[config.mk]
export PLATFORM = sky130hd
export DESIGN_NAME = clk_mode_ctrl
export DESIGN_NICKNAME = d
export VERILOG_FILES = /design/src/rtl/clk_mode_pkg.sv /design/src/rtl/clk_div_core.sv /design/src/rtl/clk_mode_ctrl.sv
export SDC_FILE = /design/constraint.sdc
export NUM_CORES = 1
export LEC_CHECK = 0
export BUFFER_PORTS_ARGS = -buffer_cell sky130_fd_sc_hd__buf_4
export CELL_PAD_IN_SITES_DETAIL_PLACEMENT = 0
export CELL_PAD_IN_SITES_GLOBAL_PLACEMENT = 1
export CORE_UTILIZATION = 35
export CTS_BUF_LIST = sky130_fd_sc_hd__clkbuf_4
export CTS_CLUSTER_SIZE = 16
export DETAILED_ROUTE_END_ITERATION = 10
export PLACE_DENSITY = 0.62
export SKIP_LAST_GASP = 1
export SLEW_MARGIN = 40
export SYNTH_ARGS = -nofsm -noshare
export SYNTH_HDL_FRONTEND = slang
export SYNTH_SLANG_ARGS = --single-unit
[constraint.sdc]
create_clock -name clk -period 6.2 [get_ports clk]
set_clock_uncertainty 0.05 [all_clocks]
set_input_delay 0.93 -clock clk [delete_from_list [all_inputs] [get_ports clk]]
set_output_delay 0.93 -clock clk [all_outputs]
set_load 0.02 [all_outputs]
[src/rtl/clk_mode_pkg.sv]
// -----------------------------------------------------------------------------
// clk_mode_pkg
//   Shared definitions for the programmable clock-divider controller:
//   the controller FSM state encoding, the smallest legal divide ratio and
//   the default divide-ratio/counter width.
// -----------------------------------------------------------------------------
package clk_mode_pkg;

  // Default width of the divide ratio and of the period counter.
  localparam int CNT_W_DEF = 8;

  // Smallest divide ratio that produces a real clock.
  // Ratios 0 and 1 are rejected.
  localparam int MIN_DIV = 2;

  // Controller states.
  //   ST_OFF       : divided clock parked low, ratio may be loaded directly
  //   ST_RUN       : divided clock running at cur_div
  //   ST_PEND      : new ratio captured, waiting for the current period to end
  //   ST_STOP_PEND : stop requested, waiting for the current period to end
  typedef enum logic [1:0] {
    ST_OFF       = 2'd0,
    ST_RUN       = 2'd1,
    ST_PEND      = 2'd2,
    ST_STOP_PEND = 2'd3
  } state_e;

endpackage : clk_mode_pkg

[src/rtl/clk_div_core.sv]
// -----------------------------------------------------------------------------
// clk_div_core
//   Period counter and phase flops of the divided clock.
//
//   While run is high the counter steps 0..div-1 and wraps; while run is low
//   it is held at 0.  pos_clk is high for the first ceil(div/2) counts of
//   each period.  With CLK_MODE_CTRL_ODD50_EN defined, a negedge flop delays
//   pos_clk by half a clock and, for odd div, is ANDed in so the high phase
//   shrinks by half a cycle (50 % duty).  Without the macro clk_out is
//   pos_clk directly.
//
//   div may only change on the edge that wraps the counter (or while run is
//   low), so every high phase completes before a new ratio takes effect.
//
// Ports
//   clk     : input  clock (posedge; negedge too with the ODD50 macro)
//   rst     : input  asynchronous active-high reset
//   run     : input  1 = count and generate, 0 = hold counter and clock low
//   div     : input  [CNT_W-1:0] divide ratio currently in effect
//   last    : output counter is at div-1 (period boundary on the next edge)
//   clk_out : output divided clock
//
// Configuration macro: CLK_MODE_CTRL_ODD50_EN
// -----------------------------------------------------------------------------
module clk_div_core #(
  parameter int CNT_W = clk_mode_pkg::CNT_W_DEF
) (
  input  logic             clk,
  input  logic             rst,
  input  logic             run,
  input  logic [CNT_W-1:0] div,
  output logic             last,
  output logic             clk_out
);

  logic [CNT_W-1:0] cnt;
  logic [CNT_W:0]   half;
  logic             pos_clk;

  // One extra bit so that div = 2^CNT_W-1 does not overflow when rounding up.
  assign half = ({1'b0, div} + (CNT_W+1)'(1)) >> 1;

  // ">=" rather than "==" so a counter that ever ends up past the boundary
  // still wraps instead of running all the way round.
  assign last = (cnt >= (div - CNT_W'(1)));

  // NOTE: clocked state is written with non-blocking assignments so every
  // flop samples the values from before the edge, regardless of block order.
  always_ff @(posedge clk or posedge rst) begin
    if (rst) begin
      cnt     <= '0;
      pos_clk <= 1'b0;
    end else if (!run) begin
      cnt     <= '0;
      pos_clk <= 1'b0;
    end else begin
      cnt     <= last ? '0 : (cnt + CNT_W'(1));
      pos_clk <= ({1'b0, cnt} < half);
    end
  end

`ifdef CLK_MODE_CTRL_ODD50_EN
  logic neg_clk;

  // Half-cycle delayed copy of pos_clk.  For even ratios the plain pos_clk
  // is already 50 %, so the delayed term is masked to 1.
  always_ff @(negedge clk or posedge rst) begin
    if (rst) neg_clk <= 1'b0;
    else     neg_clk <= pos_clk;
  end

  assign clk_out = pos_clk & (div[0] ? neg_clk : 1'b1);
`else
  assign clk_out = pos_clk;
`endif

endmodule : clk_div_core

[src/rtl/clk_mode_ctrl.sv]
// -----------------------------------------------------------------------------
// clk_mode_ctrl
//   Run/stop and ratio-switch controller for a programmable clock divider.
//
//   A new divide ratio is offered with a valid/ready handshake.  In OFF it
//   is loaded at once; in RUN it is parked in a pending register and only
//   loaded on the edge that ends the current period, so clk_out never shows
//   a truncated high phase.  Stopping (en falling) likewise lets the current
//   period finish before the clock parks low.  Ratios below MIN_DIV are
//   accepted but ignored and flagged with a one-cycle err pulse.
//
// Ports
//   clk       : input  clock
//   rst       : input  asynchronous active-high reset
//   en        : input  1 = run the divided clock, 0 = stop it
//   req_valid : input  a new divide ratio is offered
//   req_div   : input  [CNT_W-1:0] requested divide ratio
//   req_ready : output the offered ratio is taken this cycle
//   clk_out   : output divided clock
//   cur_div   : output [CNT_W-1:0] divide ratio currently in effect
//   busy      : output a ratio switch or a stop is waiting for a period end
//   err       : output one-cycle pulse after an illegal ratio was accepted
//
// Parameters
//   CNT_W   : width of the divide ratio and the period counter
//   DIV_RST : divide ratio after reset (2 .. 2^CNT_W-1)
//
// Configuration macro: CLK_MODE_CTRL_ODD50_EN (50 % duty for odd ratios,
// see clk_div_core).
// -----------------------------------------------------------------------------
module clk_mode_ctrl #(
  parameter int CNT_W   = clk_mode_pkg::CNT_W_DEF,
  parameter int DIV_RST = 2
) (
  input  logic             clk,
  input  logic             rst,
  input  logic             en,
  input  logic             req_valid,
  input  logic [CNT_W-1:0] req_div,
  output logic             req_ready,
  output logic             clk_out,
  output logic [CNT_W-1:0] cur_div,
  output logic             busy,
  output logic             err
);

  import clk_mode_pkg::*;

  state_e           state;
  state_e           state_nxt;
  logic [CNT_W-1:0] pend_div;
  logic             last;
  logic             run;
  logic             hs;
  logic             hs_illegal;
  logic             hs_legal;

  // ---------------------------------------------------------------------------
  // Handshake
  //   Ready in OFF, and in RUN while en stays high; a stop request in RUN
  //   closes the port in the same cycle so a ratio cannot sneak in behind it.
  // ---------------------------------------------------------------------------
  assign req_ready  = (state == ST_OFF) || ((state == ST_RUN) && en);
  assign hs         = req_valid && req_ready;
  assign hs_illegal = hs && (req_div < CNT_W'(MIN_DIV));
  assign hs_legal   = hs && !hs_illegal;

  assign busy = (state == ST_PEND) || (state == ST_STOP_PEND);
  assign run  = (state != ST_OFF);

  // ---------------------------------------------------------------------------
  // Next-state logic
  //   A stop arriving during PEND is not acted on until the switch completes:
  //   PEND always returns to RUN, and RUN then sees en low on the next cycle.
  // ---------------------------------------------------------------------------
  always_comb begin
    // NOTE: the default assignment up front keeps every path of this block
    // assigning state_nxt, so no latch is inferred.
    state_nxt = state;
    case (state)
      ST_OFF: begin
        if (en) state_nxt = ST_RUN;
      end
      ST_RUN: begin
        if (!en)           state_nxt = ST_STOP_PEND;
        else if (hs_legal) state_nxt = ST_PEND;
      end
      ST_PEND: begin
        if (last) state_nxt = ST_RUN;
      end
      ST_STOP_PEND: begin
        if (last) state_nxt = ST_OFF;
      end
      default: state_nxt = ST_OFF;
    endcase
  end

  // ---------------------------------------------------------------------------
  // State, ratio registers and error pulse
  // ---------------------------------------------------------------------------
  always_ff @(posedge clk or posedge rst) begin
    if (rst) begin
      state    <= ST_OFF;
      cur_div  <= CNT_W'(DIV_RST);
      pend_div <= CNT_W'(DIV_RST);
      err      <= 1'b0;
    end else begin
      state <= state_nxt;
      err   <= hs_illegal;

      if (hs_legal) begin
        pend_div <= req_div;
        // Nothing is being generated in OFF, so the ratio can switch at once.
        if (state == ST_OFF) cur_div <= req_div;
      end

      // Period boundary: the counter wraps to 0 on this same edge, so the
      // next period starts cleanly at the new ratio.
      if ((state == ST_PEND) && last) cur_div <= pend_div;
    end
  end

  // ---------------------------------------------------------------------------
  // Counter, phase flops and output gate
  // ---------------------------------------------------------------------------
  clk_div_core #(
    .CNT_W (CNT_W)
  ) u_core (
    .clk     (clk),
    .rst     (rst),
    .run     (run),
    .div     (cur_div),
    .last    (last),
    .clk_out (clk_out)
  );

endmodule : clk_mode_ctrl

==> results.md, run 1 <==
* Status: finished, final reports clean
* Post-synthesis sequential area ratio at 0.388
* First-pass DRT Iterations at 4
* Power share of the clock group at 0.282
* Mapped cell area at 1810 um^2
* Multi-input logic area at 1040 um^2
* R2r setup slk at 3.13 ns
* RSZ-0062 raised after global routing: false
* Max Cap Viol at 0
* Antenna violations before repair at 0
* Antenna-violating nets left at 0
* H-tree levels at 1
* Nets@finish at 224
* TNS Setup at 0 ns
* Critical path type: reg -> reg
* Synth top cells by count: dfrtp_1, ha_1, nor2_1, xor2_1, nand3_1
* Drt total wl at a little under 4000 um
* WP data required at about 6.4 ns
* Worst hold path type: reg -> reg
* Post-synth EDFFs at 0
* TritonCTS buffer count at 3
* Row count at 25
* Cell Count, Final, Fillers Out at between 200 and 300
* Worst R2R Start: cur_div[2]$_DFFE_PP0P_
* Fin crit share at 0.495
* Vias per cell at ~5
* Via count at ~1,300
* Biggest area consumer among synthesized cells: dfrtp_1
* FFs w/ async S/R, synth at 1.00
* Remaining global-route overflow at 0
* Synth unique cells at 38
* Final core occ at 0.425
* R2R depth at 8
* I/O Pins at 24
* Die area at 5460 um^2
* Placed Area at 2030 um^2
* Pwr dens at between 100 and 150 nW/um^2
* Mapped Cells at 173
* CP arrival at 3.25 ns
* DIE HEIGHT at between 70 and 80 um
* Mapped Nets at about 200
* Routed length per instance at about 15 um
* CTS clk-pin slew, worst paths at ~0.15 ns
* Initial drt markers at 79
* Endpoints failing hold at 0
* RR Endpoint: cur_div[3]$_DFFE_PP0P_
* DP HPWL at 2950 um
* Main flop type after synthesis: dfrtp_1
* CTS sink count at 28
* P&R area growth vs syn at 13.8%
* Internal power at 0.213 mW
* Uppermost layer routed: met4
* Met2 Wirelength at about 1800 um
* Synth top area cells: dfrtp_1, ha_1, xor2_1
* Post-CTS Hold Fix Bufs at 0
* Placed insts at between 200 and 300
* Sw frac at 0.224
* Leak at between 1 and 1.5 nW
* Post-CTS Setup Inserts at 0
* CTS tree: done
* GPL Wtd Cong at 0.783
* Largest net degree at the start of global routing at 29
* Core ar. at 4850 um^2
* Worst-margin pin slew at 0.665 ns
* Hold EP: pend_div[3]$_DFFE_PP0P_
* Setup violators final at 0
* Yosys warnings at 0
* DRC Markers at 0
* Register area at 703 um^2
* Cts repair resizes at 0
* Met3 WL at 77 um
* Longest Clk Path Bufs at 2
* First-pass GRT wire length at 6560 um
* Fillers at roughly 460
* Largest stage delay on the critical path at between 0.5 and 0.6 ns
* N_diodes at 0
* Hold Path Origin: pend_div[3]$_DFFE_PP0P_
* Min Tclk post-route at about 3.1 ns
* CP startpoint kind: flip-flop
* Critical-path cell list: nor4_1 -> nand2_1 -> xor2_1 -> ha_1 -> and3_1 -> a221oi_1 -> a21oi_1 -> a221o_1
* All-layer global routing usage at 0.160
* Crit path capture type: flip-flop
* Port bufs at 23
* Vias in the first global route at 1,298
* Yosys top cell area share at 0.359
* Seq pwr share at 0.670
* CTS root buf: clkbuf_4
* Avg Cell Area, Syn at about 10 um^2
* Worst-skew pair later-pin latency at approximately 0.33 ns
* Post-layout power at 0.274 mW
* Post-layout instance area at 2060 um^2
* Initial core utilization at 0.373
* Peak supply drop at ~0.064 mV
* Layout cells sized above 1 at 0.228
* Max-slew headroom at 0.557
* Max Fanout on Critical Path at 10
* Count leader, synth: dfrtp_1
* Post-Route M1 WL at approximately 1900 um
* Worst path slowest cell: dfrtp_1
* Combinational Power Share at 0.047
* #FFs+latches synth at 28
* Sw Pwr at slightly above 0.06 mW
* Fmax at 0.326 GHz
* Final slew viol count at 0
* Min-Delay Path Depth at 1
* Width of the die at between 70 and 80 um
==> cell families (layout without fill, tap and decap cells) <==
kind of cell / after synthesis / count (layout) / synth area share
and+or+nand+nor: 61 / 61 / 0.197
adders and majority gates: 18 / 18 / 0.124
DFF: 28 / 28 / 0.388
xor gates and xnor gates: 19 / 19 / 0.0919
AOI/OAI and AO/OA: 24 / 24 / 0.113
muxes: 8 / 8 / 0.0498
buffers and inverters: 15 / 35 / 0.0352
==> final cells by class <==
class,instances,share of cell area
clock buffers,3,0.0109
clock inverters,1,0.00182
multi-input cells,130,0.507
flip-flops and latches,28,0.341
well taps,67,0.0407
repair buffers,23,0.0838
inverters,8,0.0146
==> per-layer routing <==
layer,up-vias,global-route usage
li1,658,-
met1,629,0.225
met2,17,0.256
met3,5,0.0178
met4,0,0.0577
met5,-,0
==> power groups by stage <==
stage               Clock [mW]  Combinational (mW)  Sequential, mW
floorplan                    0             0.00475           0.187
global placement             0              0.0130           0.187
detailed placement           0              0.0134           0.187
CTS                     0.0807              0.0134           0.184
global route            0.0879              0.0145           0.184
finish                  0.0774              0.0130           0.184
==> through the flow <==
stage	setup WS, ns	hold slack, ns
final	3.13	0.483
after global routing	2.89	0.499
after CTS	3.12	0.477
after detailed placement	3.13	0.443
after global placement	3.24	0.441
after floorplan	3.28	0.424
==> worst max path at each step <==
stage                             endpoint  slack (ns)  cells after the start                    from
finish              cur_div[3]$_DFFE_PP0P_        3.13                      8  cur_div[2]$_DFFE_PP0P_
global placement    cur_div[0]$_DFFE_PP0P_        3.24                      9  cur_div[1]$_DFFE_PP1P_
global route        cur_div[2]$_DFFE_PP0P_        2.89                      9  cur_div[0]$_DFFE_PP0P_
detailed placement  cur_div[3]$_DFFE_PP0P_        3.13                      9  cur_div[1]$_DFFE_PP1P_
CTS                 cur_div[3]$_DFFE_PP0P_        3.12                      9  cur_div[1]$_DFFE_PP1P_
floorplan           cur_div[0]$_DFFE_PP0P_        3.28                     10  cur_div[1]$_DFFE_PP1P_
==> sequential cells by signal (all words and copies together) (netlist names) <==
register        flops
cur_div             8
pend_div            8
u_core.cnt          8
state               2
err                 1
u_core.clk_out      1
==> layout by cell type (no fill, tap or decap), types with 2 or more instances in the layout <==
cell type and instances:
dfrtp_1 26, buf_4 23, ha_1 18, nor2_1 13
xor2_1 13, nand3_1 11, and2_1 10, mux2_2 8
a221o_1 8, inv_1 6, xnor2_1 6, nand2_1 5
nand2b_1 4, and3_1 4, a21o_1 3, o21ai_0 3
clkbuf_4 3, a21oi_1 2, nor4_1 2, nor3_1 2
nand4_1 2, a211oi_1 2, inv_2 2, dfstp_2 2
==> worst max-delay path: cells and delay by family (launching register included) <==
family | cells | cell delay (ns)
xor gates and xnor gates | 1 | 0.16
AOI/OAI and AO/OA | 3 | 1.23
adders and majority gates | 1 | 0.29
DFF | 1 | 0.52
and+or+nand+nor | 3 | 0.73
(Power assumes the default switching activity.)
==> inputs of run 2 (changes only) <==
--- a/config.mk
+++ b/config.mk
@@ -12,7 +12,7 @@
 export CTS_BUF_LIST = sky130_fd_sc_hd__clkbuf_4
 export CTS_CLUSTER_SIZE = 16
 export DETAILED_ROUTE_END_ITERATION = 10
-export PLACE_DENSITY = 0.62
+export PLACE_DENSITY = 0.65
 export SKIP_LAST_GASP = 1
 export SLEW_MARGIN = 40
 export SYNTH_ARGS = -nofsm -noshare
==> constraint.sdc (replaced) <==
create_clock -name clk -period 2.8 [get_ports clk]
set_clock_uncertainty 0.05 [all_clocks]
set_input_delay 0.42 -clock clk [delete_from_list [all_inputs] [get_ports clk]]
set_output_delay 0.42 -clock clk [all_outputs]
set_load 0.02 [all_outputs]
==> results.md, run 2 (same netlist as run 1, synthesis figures left out) <==
* Initial drt markers at 93 (was 79)
* Status: finished, final reports clean (unchanged)
* Largest regs: cur_div (8), pend_div (8), u_core.cnt (8) (unchanged)
* Leak at 1.10 nW (was 1.02 nW)
* Final slew viol count at 0 (unchanged)
* Layout cells sized above 1 at 0.317 (was 0.228)
* Fmax at 0.376 GHz (was 0.326 GHz)
* Largest stage delay on the critical path at 0.48 ns (was 0.52 ns)
* GPL Wtd Cong at 0.736 (was 0.783)
* Max-slew headroom at 0.600 (was 0.557)
* Multi-input logic area at 1110 um^2 (was 1040 um^2)
* CP startpoint kind: flip-flop (unchanged)
* RSZ-0062 raised after global routing: false (unchanged)
* R2r setup slk at 0.14 ns (was 3.13 ns)
* Worst-margin pin slew at 0.597 ns (was 0.665 ns)
* Cell repeated most along the worst path: nand2_1
* Placed Area at 2110 um^2 (was 2030 um^2)
* Register area at 707 um^2 (was 703 um^2)
* Die area at 5460 um^2 (unchanged)
* DRC Markers at 0 (unchanged)
* CTS clk-pin slew, worst paths at 0.15 ns (about the same)
* Largest net degree at the start of global routing at 29 (unchanged)
* Vias per cell at 4.97 (was 5.03)
* All-layer global routing usage at 0.162 (was 0.160)
* Post-CTS Hold Fix Bufs at 0 (unchanged)
* H-tree levels at 1 (unchanged)
* CTS sink count at 28 (unchanged)
* Max Cap Viol at 0 (unchanged)
* P&R area growth vs syn at 24.1% (was 13.8%)
* Antenna-violating nets left at 0 (unchanged)
* Setup violators final at 0 (unchanged)
* Critical-path cell list: nor4_4 -> nand2_1 -> xor2_1 -> ha_1 -> and3_1 -> nand2_1 -> or3_1 -> a21oi_4 -> a221o_1 (was nor4_1 -> nand2_1 -> xor2_1 -> ha_1 -> and3_1 -> a221oi_1 -> a21oi_1 -> a221o_1)
* I/O Pins at 24 (unchanged)
* Routed length per instance at 14.7 um (was 14.9 um)
* First-pass GRT wire length at 6580 um (was 6560 um)
* Fin crit share at 0.950 (was 0.495)
* Initial core utilization at 0.373 (unchanged)
* DP HPWL at 3110 um (was 2950 um)
* CP arrival at 2.89 ns (was 3.25 ns)
* Worst path slowest cell: dfrtp_2 (was dfrtp_1)
* Nets@finish at 236 (was 224)
* Width of the die at 73.9 um (unchanged)
* DIE HEIGHT at 73.9 um (unchanged)
* First-pass DRT Iterations at 4 (unchanged)
* Drt total wl at 3990 um (was 3870 um)
* Row count at 25 (unchanged)
* Via count at 1,353 (was 1,309)
* CTS root buf: clkbuf_4 (unchanged)
* Peak supply drop at 0.159 mV (was 0.0645 mV)
* Max Fanout on Critical Path at 8 (was 10)
* CTS tree: done (unchanged)
* Port bufs at 23 (unchanged)
* Antenna violations before repair at 0 (unchanged)
* Longest Clk Path Bufs at 2 (unchanged)
* TNS Setup at 0 ns (unchanged)
* Critical path type: reg -> reg (unchanged)
* Remaining global-route overflow at 0 (unchanged)
* Min Tclk post-route at 2.66 ns (was 3.07 ns)
* Worst hold path type: in -> async (was reg -> reg)
* Core ar. at 4850 um^2 (unchanged)
* Worst-skew pair later-pin latency at 0.33 ns (about the same)
* R2R depth at 9 (was 8)
* Fillers at 480 (was 456)
* Pwr dens at 313 nW/um^2 (was 133 nW/um^2)
* Crit path capture type: flip-flop (unchanged)
* Post-layout instance area at 2250 um^2 (was 2060 um^2)
* TritonCTS buffer count at 3 (unchanged)
* WP data required at 3.03 ns (was 6.38 ns)
* N_diodes at 0 (unchanged)
* Endpoints failing hold at 0 (unchanged)
* Vias in the first global route at 1,355 (was 1,298)
* Post-layout power at 0.704 mW (was 0.274 mW)
* Most frequent cells in the layout: buf_4, dfrtp_1, ha_1, xor2_1 (was dfrtp_1, buf_4, ha_1, nor2_1, xor2_1)
* Most common cell after layout, fill and taps aside: buf_4 (was dfrtp_1)
run 2: repair_timing:
| item | in CTS | in global routing |
|---|---|---|
| buffers inserted | 0 | 3 |
| endpoints found under the setup margin | 0 | 17 |
| resized for setup | 0 | 11 |
run 2: path summary, 6_finish.rpt:
kind | startpoint | end
max | cur_div[3]$_DFFE_PP0P_ | cur_div[0]$_DFFE_PP0P_
min | rst | u_core.clk_out$_DFF_PP0_
max reg2reg | cur_div[3]$_DFFE_PP0P_ | cur_div[0]$_DFFE_PP0P_
min reg2reg | pend_div[6]$_DFFE_PP0P_ | cur_div[6]$_DFFE_PP0P_
max in group asynchronous | rst | pend_div[1]$_DFFE_PP1P_
min in group clk | req_div[7] | pend_div[7]$_DFFE_PP0P_
run 2: layout make-up:
| cell class | instances | share of cell area |
|---|---|---|
| Clock buffer | 3 | 0.0100 |
| Clock inverter | 1 | 0.0134 |
| Inverter | 8 | 0.0134 |
| Multi-Input combinational cell | 130 | 0.494 |
| Sequential cell | 28 | 0.315 |
| Tap cell | 67 | 0.0373 |
| Timing Repair Buffer | 35 | 0.117 |
run 2: metrics by stage:
stage / instances / util / hold slack (ns) / setup WS [ns]
6_report: 272 / 0.463 / 0.0802 / 0.140
5_1_grt: 272 / 0.463 / 0.0793 / 0.0000515
4_1_cts: 269 / 0.446 / 0.0778 / 0.00686
2_1_floorplan: 173 / - / 0.424 / 0.0186
3_5_place_dp: 265 / 0.435 / 0.451 / 0.0412
3_3_place_gp: 265 / 0.435 / 0.441 / 0.0863
run 2: critical path, delay by kind of cell (launching register included):
kind | cells | cell delay, ns
simple gates | 5 | 1.12
flops | 1 | 0.48
fa+ha+maj | 1 | 0.34
xor+xnor | 1 | 0.15
compound gates | 2 | 0.47
run 2: per-layer routing:
layer  vias up  GRT usage  wire length [um]
li1        682          -                 -
met1       647      0.219              1950
met2        18      0.258              1860
met3         6     0.0274               106
met4         0     0.0662                63
met5         -          0                 0
run 2: where the power goes:
part	switching (mW)	internal [mW]	total, mW
combinational	0.0163	0.0138	0.0302
clock	0.122	0.145	0.267
sequential	0.00138	0.405	0.407
